## src/rtl/mem_req_arbiter.sv

```systemverilog
// Single-outstanding memory request scheduler: three requester slots (inst read,
// data read, data write) feeding one downstream req/rsp port, with inst
// anti-starvation, response routing and a per-transaction abort timeout.

// One request slot: a pulse loads the payload and sets pending; grant clears it.
// A load in the same cycle as a clear wins, so the new request stays queued.
module mem_req_slot #(
  parameter int unsigned W = 32
) (
  input  logic         clk_i,
  input  logic         rst_ni,
  input  logic         load_i,
  input  logic         clr_i,
  input  logic [W-1:0] din_i,
  output logic         pend_o,
  output logic [W-1:0] dout_o
);
  logic         pend_q;
  logic [W-1:0] data_q;

  // pending flag and payload (latest request wins)
  always_ff @(posedge clk_i or negedge rst_ni) begin
    if (!rst_ni) begin
      pend_q <= 1'b0;
      data_q <= '0;
    end else if (load_i) begin
      pend_q <= 1'b1;
      data_q <= din_i;
    end else if (clr_i) begin
      pend_q <= 1'b0;
    end
  end

  assign pend_o = pend_q;
  assign dout_o = data_q;
endmodule

module mem_req_arbiter #(
  parameter int unsigned STARVE_MAX  = 4,
  parameter int unsigned TIMEOUT_CYC = 1024
) (
  input  logic        clk_i,
  input  logic        rst_ni,
  input  logic        inst_rden_i,
  input  logic [31:0] inst_riaddr_i,
  output logic [31:0] inst_roaddr_o,
  output logic        inst_rvalid_o,
  output logic [31:0] inst_rdata_o,
  input  logic        data_rden_i,
  input  logic [31:0] data_riaddr_i,
  output logic [31:0] data_roaddr_o,
  output logic        data_rvalid_o,
  output logic [31:0] data_rdata_o,
  input  logic        data_wren_i,
  input  logic [3:0]  data_wstrb_i,
  input  logic [31:0] data_waddr_i,
  input  logic [31:0] data_wdata_i,
  output logic        data_wdone_o,
  output logic        mem_wait_o,
  output logic        req_valid_o,
  input  logic        req_ready_i,
  output logic        req_we_o,
  output logic [31:0] req_addr_o,
  output logic [3:0]  req_wstrb_o,
  output logic [31:0] req_wdata_o,
  input  logic        rsp_valid_i,
  input  logic [31:0] rsp_data_i,
  output logic        err_o
);
  localparam int unsigned SW = $clog2(STARVE_MAX + 1);
  localparam logic [SW-1:0] STARVE_TOP = SW'(STARVE_MAX);
  localparam int unsigned TW = (TIMEOUT_CYC > 1) ? $clog2(TIMEOUT_CYC + 1) : 1;
  localparam logic [TW-1:0] TMO_LAST = TW'((TIMEOUT_CYC > 0) ? TIMEOUT_CYC - 1 : 0);
  localparam bit TMO_EN = (TIMEOUT_CYC > 0);

  localparam logic [1:0] SRC_INST = 2'd0;
  localparam logic [1:0] SRC_DR   = 2'd1;
  localparam logic [1:0] SRC_WR   = 2'd2;

  typedef enum logic [1:0] {S_IDLE, S_ISSUE, S_WAIT} state_t;

  typedef struct packed {
    logic [1:0]  src;
    logic        we;
    logic [31:0] addr;
    logic [3:0]  strb;
    logic [31:0] wdata;
  } iss_t;

  state_t         state_q, state_d;
  iss_t           iss_q, iss_d;
  logic [SW-1:0]  starve_q, starve_d;
  logic [TW-1:0]  tmo_q, tmo_d;

  logic        inst_pend, dr_pend, wr_pend, any_pend;
  logic [31:0] inst_addr, dr_addr;
  logic [67:0] wr_slot;
  logic        grant;
  logic [1:0]  gsrc;
  logic        tmo_hit, rsp_take, abort, done;
  logic [31:0] rsp_word;

  logic        inst_rvalid_q, data_rvalid_q, data_wdone_q, err_q;
  logic [31:0] inst_roaddr_q, inst_rdata_q, data_roaddr_q, data_rdata_q;

  mem_req_slot #(.W(32)) u_inst_slot (
    .clk_i  (clk_i),
    .rst_ni (rst_ni),
    .load_i (inst_rden_i),
    .clr_i  (grant && gsrc == SRC_INST),
    .din_i  (inst_riaddr_i),
    .pend_o (inst_pend),
    .dout_o (inst_addr)
  );

  mem_req_slot #(.W(32)) u_dr_slot (
    .clk_i  (clk_i),
    .rst_ni (rst_ni),
    .load_i (data_rden_i),
    .clr_i  (grant && gsrc == SRC_DR),
    .din_i  (data_riaddr_i),
    .pend_o (dr_pend),
    .dout_o (dr_addr)
  );

  mem_req_slot #(.W(68)) u_wr_slot (
    .clk_i  (clk_i),
    .rst_ni (rst_ni),
    .load_i (data_wren_i),
    .clr_i  (grant && gsrc == SRC_WR),
    .din_i  ({data_wstrb_i, data_wdata_i, data_waddr_i}),
    .pend_o (wr_pend),
    .dout_o (wr_slot)
  );

  assign any_pend = inst_pend | dr_pend | wr_pend;
  assign grant    = (state_q == S_IDLE) && any_pend;

  // priority pick: write > dread > inst, unless inst has been starved too long
  always_comb begin
    gsrc = SRC_INST;
    if (inst_pend && starve_q == STARVE_TOP) gsrc = SRC_INST;
    else if (wr_pend)                        gsrc = SRC_WR;
    else if (dr_pend)                        gsrc = SRC_DR;
  end

  // starve counter: counts data grants that jumped ahead of a waiting inst
  always_comb begin
    starve_d = starve_q;
    if (!inst_pend) begin
      starve_d = '0;
    end else if (grant) begin
      if (gsrc == SRC_INST)            starve_d = '0;
      else if (starve_q != STARVE_TOP) starve_d = starve_q + SW'(1);
    end
  end

  // issue register: captured at grant, drives REQ_* while the transaction runs
  always_comb begin
    iss_d = iss_q;
    if (grant) begin
      iss_d.src   = gsrc;
      iss_d.we    = 1'b0;
      iss_d.strb  = '0;
      iss_d.wdata = '0;
      case (gsrc)
        SRC_WR: begin
          iss_d.we    = 1'b1;
          iss_d.addr  = wr_slot[31:0];
          iss_d.wdata = wr_slot[63:32];
          iss_d.strb  = wr_slot[67:64];
        end
        SRC_DR:  iss_d.addr = dr_addr;
        default: iss_d.addr = inst_addr;
      endcase
    end
  end

  // timeout: counts cycles spent in ISSUE/WAIT, cleared whenever idle
  assign tmo_d    = (state_q == S_IDLE || !TMO_EN) ? '0 : tmo_q + TW'(1);
  assign tmo_hit  = TMO_EN && (state_q != S_IDLE) && (tmo_q == TMO_LAST);
  assign rsp_take = (state_q == S_WAIT) && rsp_valid_i;
  assign abort    = tmo_hit && !rsp_take;
  assign done     = rsp_take || abort;
  assign rsp_word = rsp_take ? rsp_data_i : 32'h0;

  // state, issue, starve and timeout registers
  always_ff @(posedge clk_i or negedge rst_ni) begin
    if (!rst_ni) begin
      state_q  <= S_IDLE;
      iss_q    <= '0;
      starve_q <= '0;
      tmo_q    <= '0;
    end else begin
      state_q  <= state_d;
      iss_q    <= iss_d;
      starve_q <= starve_d;
      tmo_q    <= tmo_d;
    end
  end

  // next state: a real response beats a same-cycle timeout in WAIT
  always_comb begin
    state_d = state_q;
    unique case (state_q)
      S_IDLE:  if (grant) state_d = S_ISSUE;
      S_ISSUE: begin
        if (tmo_hit)          state_d = S_IDLE;
        else if (req_ready_i) state_d = S_WAIT;
      end
      S_WAIT:  if (rsp_take || tmo_hit) state_d = S_IDLE;
      default: state_d = S_IDLE;
    endcase
  end

  // FSM-derived outputs
  always_comb begin
    req_valid_o = (state_q == S_ISSUE);
    mem_wait_o  = any_pend || (state_q != S_IDLE);
  end

  // completion routing: one pulse to the originator, data/addr held between pulses
  always_ff @(posedge clk_i or negedge rst_ni) begin
    if (!rst_ni) begin
      inst_rvalid_q <= 1'b0;
      data_rvalid_q <= 1'b0;
      data_wdone_q  <= 1'b0;
      err_q         <= 1'b0;
      inst_roaddr_q <= '0;
      inst_rdata_q  <= '0;
      data_roaddr_q <= '0;
      data_rdata_q  <= '0;
    end else begin
      inst_rvalid_q <= 1'b0;
      data_rvalid_q <= 1'b0;
      data_wdone_q  <= 1'b0;
      err_q         <= abort;
      if (done) begin
        case (iss_q.src)
          SRC_WR: data_wdone_q <= 1'b1;
          SRC_DR: begin
            data_rvalid_q <= 1'b1;
            data_roaddr_q <= iss_q.addr;
            data_rdata_q  <= rsp_word;
          end
          default: begin
            inst_rvalid_q <= 1'b1;
            inst_roaddr_q <= iss_q.addr;
            inst_rdata_q  <= rsp_word;
          end
        endcase
      end
    end
  end

  assign req_we_o      = iss_q.we;
  assign req_addr_o    = iss_q.addr;
  assign req_wstrb_o   = iss_q.strb;
  assign req_wdata_o   = iss_q.wdata;
  assign inst_rvalid_o = inst_rvalid_q;
  assign inst_roaddr_o = inst_roaddr_q;
  assign inst_rdata_o  = inst_rdata_q;
  assign data_rvalid_o = data_rvalid_q;
  assign data_roaddr_o = data_roaddr_q;
  assign data_rdata_o  = data_rdata_q;
  assign data_wdone_o  = data_wdone_q;
  assign err_o         = err_q;
endmodule

```

## config.mk

```make
export PLATFORM = sky130hd
export DESIGN_NAME = mem_req_arbiter
export DESIGN_NICKNAME = d
export VERILOG_FILES = /design/src/rtl/mem_req_arbiter.sv
export SDC_FILE = /design/constraint.sdc
export NUM_CORES = 1
export LEC_CHECK = 0
export BUFFER_PORTS_ARGS = -buffer_cell sky130_fd_sc_hd__buf_2
export CAP_MARGIN = 10
export CORE_ASPECT_RATIO = 0.75
export CORE_MARGIN = 1.5
export CORE_UTILIZATION = 41
export CTS_CLUSTER_DIAMETER = 80
export DETAILED_ROUTE_END_ITERATION = 10
export GPL_TIMING_DRIVEN = 0
export SYNTH_ARGS = -nofsm -noshare
export SYNTH_HDL_FRONTEND = slang
export SYNTH_SLANG_ARGS = --single-unit
```

## constraint.sdc

```tcl
create_clock -name clk_i -period 6.05 [get_ports clk_i]
set_input_delay 0.3025 -clock clk_i [delete_from_list [all_inputs] [get_ports clk_i]]
set_output_delay 0.3025 -clock clk_i [all_outputs]
set_load 0.02 [all_outputs]
```

* After elaboration in Yosys (flattened, before gate mapping)
Index checks and enable logic that the tools add are counted.
Widths: inputs -> output; s select.
** Operators by class
- $add $sub $neg :: 2
- Bitwise logic cells :: 3
- Eq/ne operators :: 14
- Mux-type cells :: 29
- Reductions and logical operators :: 23
** Operators with widths (number)
- $pmux 32 s2 :: 1
- $mux 36 :: 1
- $mux 32 :: 1
- $mux 1 :: 14
- $mux 2 :: 6
- $mux 3 :: 4
- $add 11x1->11 const B :: 1
- $eq 11x10->1 const B :: 1
- $mux 11 :: 1
- $logic_and 1x1->1 :: 8
- $reduce_bool 2->1 :: 4
- $eq 2x1->1 const B :: 3
- $eq 2x2->1 const B :: 3
- $ne 3x3->1 const B :: 2
- $pmux 2 s3 :: 1
- $reduce_and 2->1 :: 3
- $logic_not 2->1 :: 2
- $ne 2x2->1 const B :: 2
- $add 3x1->3 const B :: 1
- $eq 3x3->1 const B :: 1
- $logic_or 1x1->1 :: 3
- $ne 3x1->1 const B :: 1
- $reduce_and 3->1 :: 1
- $ne 2x1->1 const B :: 1
- 4 further kinds :: 5
** Word-level totals
- Logic and storage cells :: 93
- Bits in registers :: 354
- Input port bits :: 171
- Output and inout port bits :: 203

* Logic depth before layout (Yosys ltp)
Gate-level depths: netlist of run 1.
- Depth after elaboration :: 7
- Gate-level depth with buffers :: 12
- Mapped depth without buffers :: 10

* Cells and area by module
Synthesis of run 1 repeated with hierarchy kept, for this count alone.
** Second synthesis, totals
- Cells, all modules :: 1122
- Area, all modules :: 14874.3 µm²
** Modules (own cells, without submodules)
- mem_req_arbiter :: cells each 833, instances 1, area an instance 9522.9 µm², sequential area each 5480.3 µm²
- mem_req_slot (u_dr_slot ...) :: cells each 71, instances 2, area an instance 1377.6 µm², sequential area each 825.8 µm²
- mem_req_slot (u_wr_slot) :: cells each 147, instances 1, area an instance 2596.2 µm², sequential area each 1726.7 µm²

* Least setup slack after synthesis of run 1
OpenSTA, ideal clock, no wires.
- Kind :: reg-to-reg
- From :: register starve_q[0]
- To :: register iss_q, in the netlist req_addr_o[15]
- Data arrival time :: 1938 ps
- Path slack :: 3979 ps
- Library setup time :: 133 ps
- Period minus slack after synthesis :: 2071 ps
- Stages on the path, launching flop included :: 12
- Buffers on the path :: 2
- Data required time :: 5917 ps
- Cell sequence :: dfrtp_1 inv_1 ha_1 nand3_1 nand3b_1 inv_1 ha_1 clkbuf_1 buf_1 nor2_1 a21oi_1 o21ai_0
** On the way
- Word-level cells in the longest chain between the ends :: 5
- Elaborated cells between the ends (all ways) :: 6
- Classes of those cells :: 3 x eq/ne; 2 x mux; 1 x reduce/logical
** RTL lines
- start, declared :: line 92 : logic [SW-1:0] starve_q, starve_d;
- start signal, assigned :: line 197 : starve_q <= starve_d;
- $eq 3x3->1 * :: line 142 : if (inst_pend && starve_q == STARVE_TOP) gsrc = SRC_INST;
- $logic_and 1x1->1 * :: line 142
- $mux 2 * :: line 142
- net gsrc[0] :: line 99 : logic [1:0] gsrc;
- $eq 2x1->1 or $eq 2x2->1 (tied branches) :: line 166 : case (gsrc)
- $pmux 32 s2 * :: line 166
- end signal, assigned :: line 196 : iss_q <= iss_d;
- end, declared :: line 91 : iss_t iss_q, iss_d;
The timed path passes the listed nets; every way through them passes the cells marked *.
A chain may end at the register's enable or synchronous reset.

* Worst setup path in the final report of run 1
- From :: register starve_q[0]
- To :: register iss_q, in the netlist req_wdata_o[9]
** On the way
- Word-level cells in the longest chain between the ends :: 5
** RTL lines (line)
- $eq 3x3->1 :: 142
- $logic_and 1x1->1 :: 142
- $mux 2 :: 142
- $eq 2x2->1 :: 166
- $mux 36 :: 166
Every way passes these cells.

==> results.ini, run 1 <==
[outcome]
outcome = complete, no violations

[global_routing]
grt_pass1_wl_um = 63700
grtUsageTotal_pct = 22.4
antenna_found_initial = 6
grt_pass1_vias = 11200
globalRouteOverflowTotal = 0
grt_max_degree = 97

[setup_path]
path_cells = inv_1, ha_1, nand3_1, nand3b_1, ha_1, clkbuf_1, clkbuf_1, clkbuf_1, nand2_1, o21ai_0
crit_arrival_ns = 3.27
r2r_start = starve_q[0]
reg2reg_to = req_wdata_o[9]
crit_path_end_kind = flop
crit_type = flop to flop
max_stage_delay_ns = 0.53
crit_fanout = 10
slowest_stage = clkbuf_1
required_ns = 6.48
reg2regPathDepth = 10
crit_family = buffers and inverters
worst_path_most_repeated_cell = clkbuf_1
cp-startpoint = starve_q[0]
start_kind = flop
crit_buf_inv = 4
r2r_slack_ns = 3.22

[timing]
drv_slew = 0
fmax_mhz = 353
finalSetupViolCount = 0
rsz0062_at_grt = false
relSlewSlack_pct = 41.8
worst_pin_slew_ns = 0.873
layout_min_cycle_time_ns = 2.83
skew_ns = 0.0200
finalCritPeriodShare_pct = 46.8
hold_violations = 0

[route]
via_count = 10700
first_pass_iters = 4
postRouteAntennaNets = 0
drt-total-wl_um = 40800
drc_errors = 0
routed_via_density = 4.99
first_iter_violations = 627
wl_per_cell_um = 19.0

[floorplan]
die_area_mm2 = 0.0364
die_w_um = 220
coreArea_mm2 = 0.0347
pin_count = 374
row_count = 59
start_util_pct = 41.7
die_y_um = 166

[clock_tree]
numCtsBuffers = 37
clock-sinks = 354
cts_tree = yes
cts-resized-gates = 0
cts_max_level = 2
clock_path_buffers = 3
clock_latency_ns = 0.53
clk_pin_slew_ns = 0.06
ctsRootBufferMaster = clkbuf_16
cts_setup_buffers = 0

[logic_synthesis]
seq_area_frac_synth_pct = 61.2
synth_area_leader_cell = dfrtp_1
synth_area_leaders = dfrtp_1 (61%), mux2_2 (13%), a22o_1 (3.8%)
synth_cell_types = 39
ys.warnings.count = 0
yosysMostFrequentCell = dfrtp_1
ys_ff_latch = 354
ys.flop_type = dfrtp_1
async_reset_ff_share_pct = 100
synth_enable_flop_cells = 0
synth_top_cell_area_share_pct = 61.2
avgSynthCellArea_um2 = 12.9
syn_nets = 1297
synth_area_mm2 = 0.0145
synthCells = 1118
synth_common_cells = dfrtp_1 (354), mux2_2 (163), nand2_1 (116)

[power_and_ir_drop]
pwr-share-clk_pct = 25.4
peakVddDrop_mv = 0.333
comb_power_share_pct = 38.6
p_leak_nw = 9.86
powerDensity_mw_per_mm2 = 489
internal_power_mw = 5.96
switching_share_pct = 37.8
p_switching_mw = 3.62
pwr-share-seq_pct = 36.0

[finish]
fin_nets = 1839
final_core_util_pct = 56.5
syn_to_final_growth_pct = 35.5
stdcell_count = 2148
drive_gt1_share_pct = 42.6

[placed_design]
dpl.hpwl_um = 29000
port_buffers = 370
place.gp.congestion = 0.802
dp_cells = 1948

[hold_path]
hp-class = primary input to flop
min_path_cells = 2
whs_endpoint = u_dr_slot.dout_o[13]
hold_path.startpoint = data_riaddr_i[13]

[flow_run]
maxCapViolCount = 0

[power by group through the flow]
stage,Clock (mW),Sequential [mW],Combinational [mW]
detailed placement,0,3.48,3.65
finish,2.43,3.45,3.70
global route,2.60,3.53,4.05
global placement,0,3.45,3.61
CTS,2.50,3.44,3.73
floorplan,0,3.76,2.01
[logic make-up (layout without fill, tap and decap cells)]
logic type / count (synthesis) / in the layout / synth area share, %
xor gates and xnor gates: 7 / 7 / 0.424
AOI/OAI and AO/OA: 215 / 215 / 9.87
adders and majority gates: 8 / 8 / 0.692
buffers and inverters: 150 / 718 / 6.04
DFF: 354 / 354 / 61.2
other: 0 / 5 / 0
and+or+nand+nor: 186 / 186 / 5.44
muxes: 198 / 198 / 16.3
[cells in the final DEF (no fill, tap or decap), types with 6 or more instances in the layout]
cell and n:
clkbuf_16 39, inv_1 9, clkbuf_1 55, mux2_2 163
mux2_4 34, nor2_1 45, ha_1 8, o21ai_0 74
buf_2 377, dlygate4sd3_1 130, nand2_1 116, a22o_1 62
buf_6 6, dfrtp_1 354, buf_1 8, a21oi_1 35
buf_4 68, clkbuf_8 7, a22oi_1 34
[final cells by class]
class	instances	area [um^2]
Fill cell	2935	15100
Sequential cell	354	8860
Multi-Input combinational cell	614	4730
Timing Repair Buffer	503	3250
Clock buffer	50	1090
Buffer	141	840
Tap cell	457	572
Clock inverter	15	220
Inverter	9	33.8
Antenna cell	5	12.5
[how the worst max path moves through the flow]
stage | endpoint | slack (ns) | depth (start not counted)
floorplan | req_addr_o[15] | 3.98 | 11
finish | req_wdata_o[9] | 3.22 | 10
CTS | req_wdata_o[7] | 3.22 | 10
global route | req_wdata_o[13] | 2.97 | 10
global placement | u_wr_slot.dout_o[53] | -2.34 | 1
detailed placement | req_wdata_o[7] | 3.24 | 10
[timing repair]
action,CTS,global route
hold endpoints to repair,215,0
hold buffers,130,0
setup endpoints to repair,0,0
[worst reg2reg max path, cell delays in order, from the launching register on]
cell	delay, ns
dfrtp_1	0.38
inv_1	0.09
ha_1	0.19
nand3_1	0.10
nand3b_1	0.22
ha_1	0.19
clkbuf_1	0.32
clkbuf_1	0.54
clkbuf_1	0.44
nand2_1	0.09
o21ai_0	0.19
[per-layer routing]
layer | vias to the layer above | global-route usage, % | part of all wire (%)
li1 | 4947 | - | -
met1 | 5369 | 31.1 | 46
met2 | 337 | 35.2 | 45
met3 | 56 | 5.93 | 7.1
met4 | 2 | 4.88 | 1.6
met5 | - | 0 | 0.029
[through the flow]
stage	hold WS, ns	TNS (ns)	setup WS, ns	cell area (um^2)	power, mW
global placement	0.464	-810.67	-2.34	16900	7.07
global route	0.00363	0	2.97	19600	10.2
detailed placement	0.354	0	3.24	17000	7.13
CTS	0.0000964	0	3.22	19600	9.68
floorplan	0.00691	0	3.98	14500	5.77
finish	0.0205	0	3.22	19600	9.58
[state kept, by name, indices dropped and copies added, names as in the netlist, 3 cells and up]
register	count
data_rdata_o	32
data_roaddr_o	32
inst_rdata_o	32
inst_roaddr_o	32
req_addr_o	32
req_wdata_o	32
req_wstrb_o	4
starve_q	3
tmo_q	11
u_dr_slot.dout_o	32
u_inst_slot.dout_o	32
u_wr_slot.dout_o	68
Power figures use the tool's default switching activity.
==> inputs of run 2 (changes only) <==
- clock period: 6.05 -> 2.7 ns (I/O delays scaled with it)
==> run 2 against run 1 <==
Against the previous run:
- register-to-register slack got worse by 3.1 ns
- hold slack improved by 0.074 ns
- wire length rose by 1.1%
- largest power group unchanged
- largest cell class unchanged
- combinational power is 130% higher
==> results.ini, run 2 (synthesized netlist as in run 1, its figures left out) <==
[outcome]
outcome = complete, no violations

[timing]
drv_slew = 0
worst_pin_slew_ns = 0.803
skew_ns = 0.0209
finalCritPeriodShare_pct = 96.7
fin_tns_setup_ns = 0
fmax_mhz = 383
relSlewSlack_pct = 46.5
finalSetupViolCount = 0
layout_min_cycle_time_ns = 2.61
rsz0062_at_grt = true
finalWorstSetupSlack_ns = 0.0883
hold_violations = 0

[route]
postRouteAntennaNets = 0
first_iter_violations = 695
routed_via_density = 4.96
drc_errors = 0
first_pass_iters = 5
via_count = 10800
wl_per_cell_um = 18.9
drt-total-wl_um = 41200

[setup_path]
crit_buf_inv = 3
start_kind = flop
crit_arrival_ns = 3.05
crit_fanout = 10
crit_path_end_kind = flop
max_stage_delay_ns = 0.49
path_cells = inv_1, ha_1, nand3_1, nand3b_1, ha_1, clkbuf_1, clkbuf_1, a22oi_1, nor2_1, a21oi_1, o21ai_0
required_ns = 3.14
crit_family = buffers and inverters
crit_type = flop to flop
slowest_stage = clkbuf_1

[power_and_ir_drop]
internal_power_mw = 13.4
pwr-share-clk_pct = 25.3
p_leak_nw = 10.1
comb_power_share_pct = 38.9
switching_share_pct = 37.7
p_switching_mw = 8.13
peakVddDrop_mv = 0.745
pwr-share-seq_pct = 35.8
powerDensity_mw_per_mm2 = 1080

[clock_tree]
cts_tree = yes
clk_pin_slew_ns = 0.06
numCtsBuffers = 37
cts_setup_buffers = 0
cts_max_level = 2
ctsRootBufferMaster = clkbuf_16
clock_latency_ns = 0.53
clock-sinks = 354
clock_path_buffers = 3

[finish]
largest_reg_flops = 68
final_common_cell = buf_2
final_cell_mix = buf_2 (378), dfrtp_1 (354), dlygate4sd3_1 (167)
fin_nets = 1875
drive_gt1_share_pct = 42.5
stdcell_count = 2185
syn_to_final_growth_pct = 38.2
fillCellCount = 2902

[global_routing]
grt_max_degree = 97
grt_pass1_wl_um = 64400
antenna_found_initial = 7
grtUsageTotal_pct = 22.7
globalRouteOverflowTotal = 0
grt_pass1_vias = 11400

[placed_design]
pre_cts_slack_ns = -0.111
place.gp.congestion = 0.802
port_buffers = 370
dpl.hpwl_um = 29000
dp_cells = 1948

[flow_run]
maxCapViolCount = 0

[floorplan]
die_y_um = 166
row_count = 59
pin_count = 374
start_util_pct = 41.7
die_area_mm2 = 0.0364
coreArea_mm2 = 0.0347
die_w_um = 220

[hold_path]
hp-class = primary input to flop

-- run 2: changes by cell type in the layout (fill, tap and decap cells not counted), sizes merged --
cell,delta
dlygate4sd3,+37
buf,-1
diode,+1
-- run 2: per-stage QoR --
step	instance area [um^2]	util (%)	hold WS [ns]	power, mW
2_1_floorplan	14500	-	-0.161	12.9
3_3_place_gp	16900	48.7	0.361	15.8
3_5_place_dp	17000	48.9	0.186	16.0
4_1_cts	20000	57.5	0.0627	21.7
5_1_grt	20000	57.6	0.0913	22.9
6_report	20000	57.6	0.0942	21.6
-- run 2: worst reg2reg max path: cells and delay by family, from the launching register on --
| kind | cells | cell delay [ns] |
|---|---|---|
| buffers and inverters | 3 | 0.91 |
| adders and majority gates | 2 | 0.37 |
| AOI/OAI and AO/OA | 3 | 0.41 |
| and+or+nand+nor | 3 | 0.46 |
| DFF | 1 | 0.38 |
-- run 2: cell type report --
cell class                 instances  area [um^2]  share of cell area, %
antenna                            6         15.0                 0.0751
buffer                           140          852                   4.26
tap                              457          572                   2.86
multi-input combinational        614         4730                   23.7
clock inverter                    15          220                   1.10
timing repair buffer             540         3620                   18.1
sequential                       354         8860                   44.3
inverter                           9         33.8                  0.169
clock buffer                      50         1090                   5.44
-- run 2: final timing paths --
path                                 startpoint               endpoint  slack [ns]  cells past startpoint
worst max-delay path                starve_q[0]          req_addr_o[8]        0.09                     11
worst min-delay path                inst_rden_i  u_inst_slot.dout_o[0]        0.09                      2
worst max register to register      starve_q[0]          req_addr_o[8]        0.09                     11
worst min register to register  req_wdata_o[19]        req_wdata_o[19]        0.48                      2
max in group asynchronous                rst_ni   u_wr_slot.dout_o[61]        1.55                      3
min in group asynchronous                rst_ni       data_rdata_o[22]        0.18                      2
-- run 2: what timing repair did --
| item | in CTS | in global routing |
|---|---|---|
| hold endpoints to repair | 281 | 0 |
| resized for setup | 5 | 16 |
| hold buffers | 167 | 0 |
| endpoints found under the setup margin | 38 | 68 |
-- run 2: power groups by stage --
stage	Clock [mW]	Combinational, mW	Sequential (mW)
2_1_floorplan	0	4.51	8.41
6_report	5.44	8.38	7.73
3_5_place_dp	0	8.18	7.80
4_1_cts	5.60	8.42	7.72
3_3_place_gp	0	8.10	7.74
5_1_grt	5.83	9.14	7.91
-- run 2: routing by layer --
layer	share of wire, %	global-route usage [%]	vias up
met2	46	36.0	336
met5	0.029	0	-
li1	-	-	5014
met1	45	31.2	5426
met4	1.6	4.91	2
met3	7.3	6.02	61
==> inputs of run 3 (changes only) <==
- GPL_TIMING_DRIVEN: 0 -> default
==> run 3 against run 2 <==
Against the previous run:
- clock power down 3%
- setup slack better by 0.23 ns
- clock-buffer cell count grew 4
- highest routed layer is now met4
- total power down 4.3%
- non-clock buffer count decreased by 119
- critical endpoint is now req_addr_o[24]
- combinational power is 9.5% lower
- critical path depth unchanged
- wire length down 6.6%
- sequential power about the same
- global-route usage is 1.5 points lower
- design area down 3.3%
- sequential cell count stayed put
==> results.ini, run 3 (synthesized netlist as in run 1, its figures left out) <==
[outcome]
outcome = complete, no violations

[finish]
ff_latch_area_mm2 = 0.00886
final_common_cell = buf_2
stdcell_area_mm2 = 0.0193
fin_nets = 1756
largest_reg_flops = 68
syn_to_final_growth_pct = 33.6
multi_input_area_mm2 = 0.00476
drive_gt1_share_pct = 40.9
final_cell_mix = buf_2 (371), dfrtp_1 (354), dlygate4sd3_1 (167)
fillCellCount = 2922

[global_routing]
antenna_found_initial = 2
grt_pass1_wl_um = 60700
globalRouteOverflowTotal = 0
grt_pass1_vias = 10700
grtUsageTotal_pct = 21.2
grt_max_degree = 78

[power_and_ir_drop]
pwr-share-seq_pct = 37.6
pwr-share-clk_pct = 25.7
switching_share_pct = 37.3
peakVddDrop_mv = 0.784
p_leak_nw = 9.66
internal_power_mw = 12.9
powerDensity_mw_per_mm2 = 1070
p_switching_mw = 7.69
comb_power_share_pct = 36.7

[timing]
rsz0062_at_grt = false
whs_ns = 0.171
fin_tns_setup_ns = 0
hold_violations = 0
worst_pin_slew_ns = 0.981
fmax_mhz = 420
finalCritPeriodShare_pct = 88.1
relSlewSlack_pct = 34.6
drv_slew = 0
layout_min_cycle_time_ns = 2.38
skew_ns = 0.0187
finalSetupViolCount = 0

[clock_tree]
ctsRootBufferMaster = clkbuf_16
numCtsBuffers = 37
cts_max_level = 2
cts_setup_buffers = 0
clk_pin_slew_ns = 0.06
cts_tree = yes
clock-sinks = 354
clock_path_buffers = 3
clock_latency_ns = 0.53

[setup_path]
crit_path_end_kind = flop
max_stage_delay_ns = 0.66
reg2regPathDepth = 11
path_cells = inv_1, ha_1, nand3_1, nand3b_1, inv_1, ha_2, buf_4, a22oi_1, nor2_1, a21oi_1, o21ai_0
path_depth = 11
worst_path_most_repeated_cell = inv_1
crit_buf_inv = 3
crit_arrival_ns = 2.81
slowest_stage = ha_2
crit_family = adder cells
crit_fanout = 29
crit_type = flop to flop
start_kind = flop
required_ns = 3.13

[route]
first_pass_iters = 5
postRouteAntennaNets = 0
via_count = 10200
drc_errors = 0
drt-total-wl_um = 38500
wl_per_cell_um = 18.7
routed_via_density = 4.97
first_iter_violations = 628

[hold_path]
hp-class = primary input to async pin

[placed_design]
port_buffers = 373
dpl.hpwl_um = 25100
dpl_cell_area_mm2 = 0.0164
place.gp.congestion = 0.807

[floorplan]
die_w_um = 220
pin_count = 374
coreArea_mm2 = 0.0347
die_y_um = 166
die_area_mm2 = 0.0364
row_count = 59
start_util_pct = 41.7

[flow_run]
maxCapViolCount = 0

run 3: routing by layer:
metal  vias to the layer above  track usage, %  routed length [um]
met5                         -               0                   0
met4                         0            5.89                 857
met3                        64            5.53                2750
met2                       329            32.9               17300
met1                      5105            29.3               17600
li1                       4748               -                   -
run 3: metrics by stage:
stage,total power [mW],instances,util (%),setup slack (ns)
6_report,20.6,2062,55.7,0.321
5_1_grt,22.0,2062,55.7,0.0290
4_1_cts,20.9,2060,55.7,0.273
3_5_place_dp,15.2,1828,47.2,0.325
3_3_place_gp,15.1,1828,47.2,0.368
2_1_floorplan,12.9,1118,-,0.629
run 3: layout make-up:
type / count / share of cell area (%)
tap: 457 / 2.96
sequential: 354 / 45.8
clock inverter: 11 / 0.854
antenna: 2 / 0.0259
multi-input combinational: 614 / 24.6
clock buffer: 54 / 5.70
inverter: 9 / 0.175
timing repair buffer: 561 / 19.8
run 3: timing repair:
action,CTS,global route
gates resized for setup,0,0
hold buffers,167,0
hold endpoints to repair,262,0
run 3: power groups by stage:
| stage | Clock, mW | Sequential (mW) | Combinational (mW) |
|---|---|---|---|
| floorplan | 0 | 8.41 | 4.51 |
| global placement | 0 | 7.78 | 7.33 |
| detailed placement | 0 | 7.82 | 7.42 |
| CTS | 5.47 | 7.75 | 7.65 |
| global route | 5.69 | 7.94 | 8.34 |
| finish | 5.30 | 7.75 | 7.58 |
run 3: final timing paths:
path                                  from                   end  slack (ns)
setup / recovery               starve_q[0]        req_addr_o[24]        0.32
hold / removal                      rst_ni     data_roaddr_o[27]        0.17
setup reg to reg               starve_q[0]        req_addr_o[24]        0.32
hold reg to reg            req_wdata_o[23]       req_wdata_o[23]        0.48
max in group asynchronous           rst_ni  u_wr_slot.dout_o[54]        1.71
min in group clk_i             data_wren_i  u_wr_slot.dout_o[42]        0.22
run 3: worst reg2reg max path, stage by stage, from the launching register on:
cell	delay, ns
dfrtp_1	0.34
inv_1	0.07
ha_1	0.22
nand3_1	0.11
nand3b_1	0.15
inv_1	0.09
ha_2	0.66
buf_4	0.26
a22oi_1	0.08
nor2_1	0.10
a21oi_1	0.05
o21ai_0	0.15
